`config.mk`:
```
export PLATFORM = sky130hd
export DESIGN_NAME = rf_rx_framer
export DESIGN_NICKNAME = d
export VERILOG_FILES = /design/src/rtl/rf_rx_framer.sv
export SDC_FILE = /design/constraint.sdc
export NUM_CORES = 2
export LEC_CHECK = 0
export CAP_MARGIN = 20
export CORE_MARGIN = 2
export CORE_UTILIZATION = 40
export DETAILED_ROUTE_END_ITERATION = 8
export DONT_BUFFER_PORTS = 1
export PLACE_DENSITY = 0.59
export SETUP_SLACK_MARGIN = 0.02
export SLEW_MARGIN = 30
export SYNTH_ARGS = -nofsm -noshare
export SYNTH_HDL_FRONTEND = slang
export SYNTH_SLANG_ARGS = --single-unit
```
`constraint.sdc`:
```
create_clock -name clk -period 6.2 [get_ports clk]
set_input_delay 0.93 -clock clk [delete_from_list [all_inputs] [get_ports clk]]
set_output_delay 0.93 -clock clk [all_outputs]
set_load 0.01 [all_outputs]
```
`src/rtl/rf_rx_framer.sv`:
```
// Framer behind the RX down-sampler: groups 2-SPC words into fixed-length packets
// and buffers them for an AXI-Stream consumer, dropping whole packets on overflow.
module rf_rx_framer #(
  parameter int unsigned FIFO_AWIDTH = 5,
  parameter int unsigned LEN_W       = 16,
  parameter int unsigned CNT_W       = 32
) (
  input  logic             clk,
  input  logic             rst,
  input  logic [63:0]      i_tdata,
  input  logic             i_tvalid,
  input  logic             cfg_enable,
  input  logic [LEN_W-1:0] cfg_words_per_pkt,
  input  logic             clear_overflow,
  output logic [63:0]      o_tdata,
  output logic             o_tlast,
  output logic             o_tvalid,
  input  logic             o_tready,
  output logic             active,
  output logic             overflow,
  output logic [CNT_W-1:0] drop_count
);

  localparam int unsigned DEPTH = 1 << FIFO_AWIDTH;
  localparam int unsigned LW    = FIFO_AWIDTH + 1;
  localparam int unsigned CW    = (LEN_W > LW) ? LEN_W : LW;
  localparam logic [LW:0] DEPTH_X = (LW + 1)'(DEPTH);

  typedef enum logic [1:0] {IDLE, PASS, DROP} state_t;

  state_t                 state, state_nxt;
  logic [64:0]            mem [DEPTH];
  logic [FIFO_AWIDTH-1:0] wr_ptr, rd_ptr;
  logic [FIFO_AWIDTH-1:0] wrd_cnt, wrd_cnt_nxt;
  logic [LW-1:0]          fill, len_q, len_cfg, len_eff;
  logic [CW-1:0]          cfg_ext;
  logic                   at_boundary, pkt_start, admit, in_word, is_last;
  logic                   wr_en, rd_en, drop_evt;

  // Effective packet length, clamped to 1..DEPTH
  always_comb begin
    cfg_ext = CW'(cfg_words_per_pkt);
    len_cfg = LW'(DEPTH);
    if (cfg_ext == '0)
      len_cfg = LW'(1);
    else if (cfg_ext < CW'(DEPTH))
      len_cfg = LW'(cfg_ext);
  end

  // A counter of zero outside IDLE means the previous packet has ended
  assign at_boundary = (state == IDLE) || (wrd_cnt == '0);
  assign pkt_start   = i_tvalid && cfg_enable && at_boundary;
  assign admit       = ({1'b0, fill} + {1'b0, len_cfg}) <= DEPTH_X;
  assign len_eff     = pkt_start ? len_cfg : len_q;
  assign in_word     = i_tvalid && (pkt_start || ((state != IDLE) && (wrd_cnt != '0)));
  assign is_last     = ({1'b0, wrd_cnt} == (len_eff - LW'(1)));
  assign wrd_cnt_nxt = is_last ? '0 : wrd_cnt + FIFO_AWIDTH'(1);

  always_ff @(posedge clk or posedge rst) begin
    if (rst)
      state <= IDLE;
    else
      state <= state_nxt;
  end

  always_comb begin
    state_nxt = state;
    if (pkt_start)
      state_nxt = admit ? PASS : DROP;
    else if ((state != IDLE) && !cfg_enable && ((wrd_cnt == '0) || (in_word && is_last)))
      state_nxt = IDLE;
  end

  always_comb begin
    wr_en    = 1'b0;
    drop_evt = 1'b0;
    active   = (state != IDLE);
    if (pkt_start) begin
      wr_en    = admit;
      drop_evt = !admit;
    end else if (in_word && (state == PASS)) begin
      wr_en = 1'b1;
    end
  end

  always_ff @(posedge clk or posedge rst) begin
    if (rst) begin
      wrd_cnt <= '0;
      len_q   <= LW'(1);
    end else begin
      if (in_word)
        wrd_cnt <= wrd_cnt_nxt;
      if (pkt_start)
        len_q <= len_cfg;
    end
  end

  always_ff @(posedge clk or posedge rst) begin
    if (rst) begin
      overflow   <= 1'b0;
      drop_count <= '0;
    end else if (drop_evt) begin
      overflow   <= 1'b1;
      if (clear_overflow)
        drop_count <= CNT_W'(1);
      else if (drop_count != '1)
        drop_count <= drop_count + CNT_W'(1);
    end else if (clear_overflow) begin
      overflow   <= 1'b0;
      drop_count <= '0;
    end
  end

  // FIFO: head is read combinationally so a word is visible the cycle after its write
  assign o_tvalid = (fill != '0);
  assign rd_en    = o_tvalid && o_tready;
  assign o_tdata  = o_tvalid ? mem[rd_ptr][63:0] : '0;
  assign o_tlast  = o_tvalid ? mem[rd_ptr][64] : 1'b0;

  always_ff @(posedge clk) begin
    if (wr_en)
      mem[wr_ptr] <= {is_last, i_tdata};
  end

  always_ff @(posedge clk or posedge rst) begin
    if (rst) begin
      wr_ptr <= '0;
      rd_ptr <= '0;
      fill   <= '0;
    end else begin
      if (wr_en)
        wr_ptr <= wr_ptr + FIFO_AWIDTH'(1);
      if (rd_en)
        rd_ptr <= rd_ptr + FIFO_AWIDTH'(1);
      case ({wr_en, rd_en})
        2'b10:   fill <= fill + LW'(1);
        2'b01:   fill <= fill - LW'(1);
        default: fill <= fill;
      endcase
    end
  end

endmodule

```
==> reports/qor.csv <==
metric,value,unit
run status,"finished, final reports clean",
IO buf count,0,
first-pass GRT wire length,297,mm
"Setup violations, final",0,
DR vias/cell,5.78,
Die X,459,um
library cells used by synthesis,66,
Die ar.,211000,um2
combinational power share,27.2,%
CTS resizes,0,
Area Overhead vs Synth,14.1,%
CTS tree,done,
adder-cell share of the synthesized area,0.296,%
Fin. Hold Viols,0,
Yosys top cell by area,edfxtp_1,
max_cap viols,0,
largest net degree at the start of global routing,68,
1st-pass router iterations,6,
NumNets Final,3782,
DR vias,38000,
cell count after placement,6165,
Tmin final,5.21,ns
Post-CTS Setup Inserts,0,
Max stage delay on crit path,0.79,ns
grt total ovfl,0,
CP cell instances,buf_12 -> buf_12 -> buf_12 -> mux4_2 -> mux4_2 -> mux2i_1 -> nor2_1,
Slew @ Worst Pin,0.905,ns
Max Slew Vio Count,0,
crit path buf inv count,3,
maximum clock path buffer count,3,
Sequential cell area,64000,um2
Main synth FF type,edfxtp_1,
clock slew seen by the registers of the worst setup and hold paths,0.06,ns
Post-CTS Hold Buffers,0,
Peak supply drop,380,uV
ANT nets after route,0,
startpoint types,register,
Synth Area in Simple Gates,1.85,%
GP Congestion,0.783,
Worst setup EP type,output port,
Sw Share,29.4,%
std cell rows,167,
WS Path Type,register to output port,
share of layout cells above drive strength 1,30.1,%
clock network fraction of total power,32.1,%
die height,459,um
Syn Inst Count,3516,
I/O pins,186,
clk_skew,0.0622,ns
sequential element share of the synthesized area,77.3,%
crit-path max FO,27,
"Data arrival, critical path",4.28,ns
antenna violations before repair,10,
count of state elements after synthesis,2142,
mux cell area share after synthesis,18.7,%
"Async S/R FF share, synth",2.89,%
Starting Density,40.1,%
Synth area leaders,"edfxtp_1, mux4_2, dfrtp_1",
RSZ-0062 raised after global routing,false,
CTS Buf Count,213,
CTS Sinks,2142,
P_int,28400,uW
number of flops mapped to enable cells by yosys,2080,
Mapped Nets,3621,
CP required,5.27,ns
Routed WL,209,mm
Core Area,206000,um2
syn_area_per_cell,23.6,um2
Post-route DRC,0,
"Cell Area, Synth",82900,um2
Sequential Power Share,40.7,%
Final Util,45.8,%
setup ws final,0.994,ns
Rel. slew slack,38.0,%
area of the multi-input gates,18300,um2
crit-path most repeated cell,buf_12,
routed len/inst,31.8,um
yosys synthesis warning count,0,
largest family of logic cells by synthesized area,multiplexers,
Psw,11800,uW
"Slowest-stage cell, CP",dfrtp_4,
Place WS,0.492,ns
All-Layer GR Usage,19.8,%
HPWL after DPL,124,mm
critical path's top delay family,multiplexers,
Static Leak,0.0293,uW
Non-Filler Instances,6567,
initial DRC count,4557,
most frequent cell after synthesis,edfxtp_1,
Fillers,17000,
CTS root buf,clkbuf_16,
Synth Area in XOR/XNOR,0.264,%
period utilization,84.0,%
H-tree levels,4,
Compound-Gate Fraction of Synth Area,0.616,%
post-synth top area share,75.4,%
worst hold path type,input pin to asynchronous set/reset pin,
Worst-Skew Late Latency,0.87,ns
PwrDens,426,nW/um2
number of global-route vias before repair,38100,
Post-synth top cells,"edfxtp_1, mux4_2, nor2_1",
Achievable Freq,192,MHz
==> per-stage QoR <==
step                TNS (ns)  area [um2]  total power (uW)  hold WS (ns)
global route               0       94500             41700         0.103
floorplan           -1798.80       82900             23800         0.466
CTS                        0       94500             40800        0.0604
finish                     0       94500             40200         0.108
global placement           0       87400             27900         0.517
detailed placement         0       87500             27900         0.520
==> logic make-up (layout without fill, tap and decap cells) <==
family                   after synthesis  after routing
adder cells (fa/ha/maj)               19             19
XOR/XNOR                              25             25
multiplexers                         735            735
other                                  0              5
AO/OA/AOI/OAI                         77             77
flip-flops                          2142           2142
AND/OR/NAND/NOR                      303            303
buffers and inverters                215            557
==> power groups by stage <==
stage / Sequential [uW] / Combinational, uW / Clock, uW
after floorplan: 16300 / 7500 / 0
after global placement: 16700 / 11200 / 0
after detailed placement: 16700 / 11200 / 0
after CTS: 16400 / 11200 / 13200
after global routing: 16400 / 11600 / 13700
final: 16400 / 10900 / 12900
==> placed cells by master, fill, tap and decap left out, types with 18 or more instances in the layout <==
cell type	netlist	layout
buf_12	0	53
buf_4	0	76
bufinv_16	0	23
clkbuf_1	124	49
clkbuf_16	0	215
clkinv_1	0	48
clkinv_2	0	35
dfrtp_1	61	56
edfxtp_1	2080	2080
ha_1	18	18
inv_1	30	29
mux2i_1	69	68
mux4_2	650	650
nand2_1	44	44
nor2_1	131	99
nor2_4	0	33
nor2b_1	22	22
o21ai_0	27	27
or4_1	18	18
xnor2_1	18	18
==> per-layer routing <==
metal,up-vias,share of wire (%),track usage (%)
li1,15300,-,-
met1,21000,43,29.0
met2,1428,48,31.3
met3,210,7.2,3.95
met4,0,1.6,3.89
met5,-,0,0
==> final timing paths <==
kind | start | to | slack (ns) | cells after the start
worst max-delay path | rd_ptr[0] | o_tdata[52] | 0.99 | 7
worst min-delay path | rst | drop_count[2] | 0.11 | 1
worst max register to register | fill[0] | mem[20][8] | 1.74 | 13
worst min register to register | fill[5] | fill[5] | 0.52 | 1
max in group asynchronous | rst | rd_ptr[1] | 5.09 | 2
min in group clk | i_tdata[15] | mem[25][15] | 0.15 | 0
==> flip-flops by register name (all words and copies together) (netlist names) <==
| signal | cells |
|---|---|
| fill | 6 |
| wrd_cnt | 5 |
| mem | 2080 |
| len_q | 6 |
| state | 2 |
| wr_ptr | 5 |
| overflow | 1 |
| drop_count | 32 |
| rd_ptr | 5 |
==> layout make-up <==
type | instances | share of cell area (%)
sequential | 2142 | 67.7
multi-input combinational | 1159 | 19.4
clock buffer | 264 | 5.89
tap | 2704 | 3.58
timing repair buffer | 130 | 1.75
clock inverter | 132 | 1.55
inverter | 31 | 0.126
antenna | 5 | 0.0132
No activity file was read; power rests on OpenSTA's default activity.
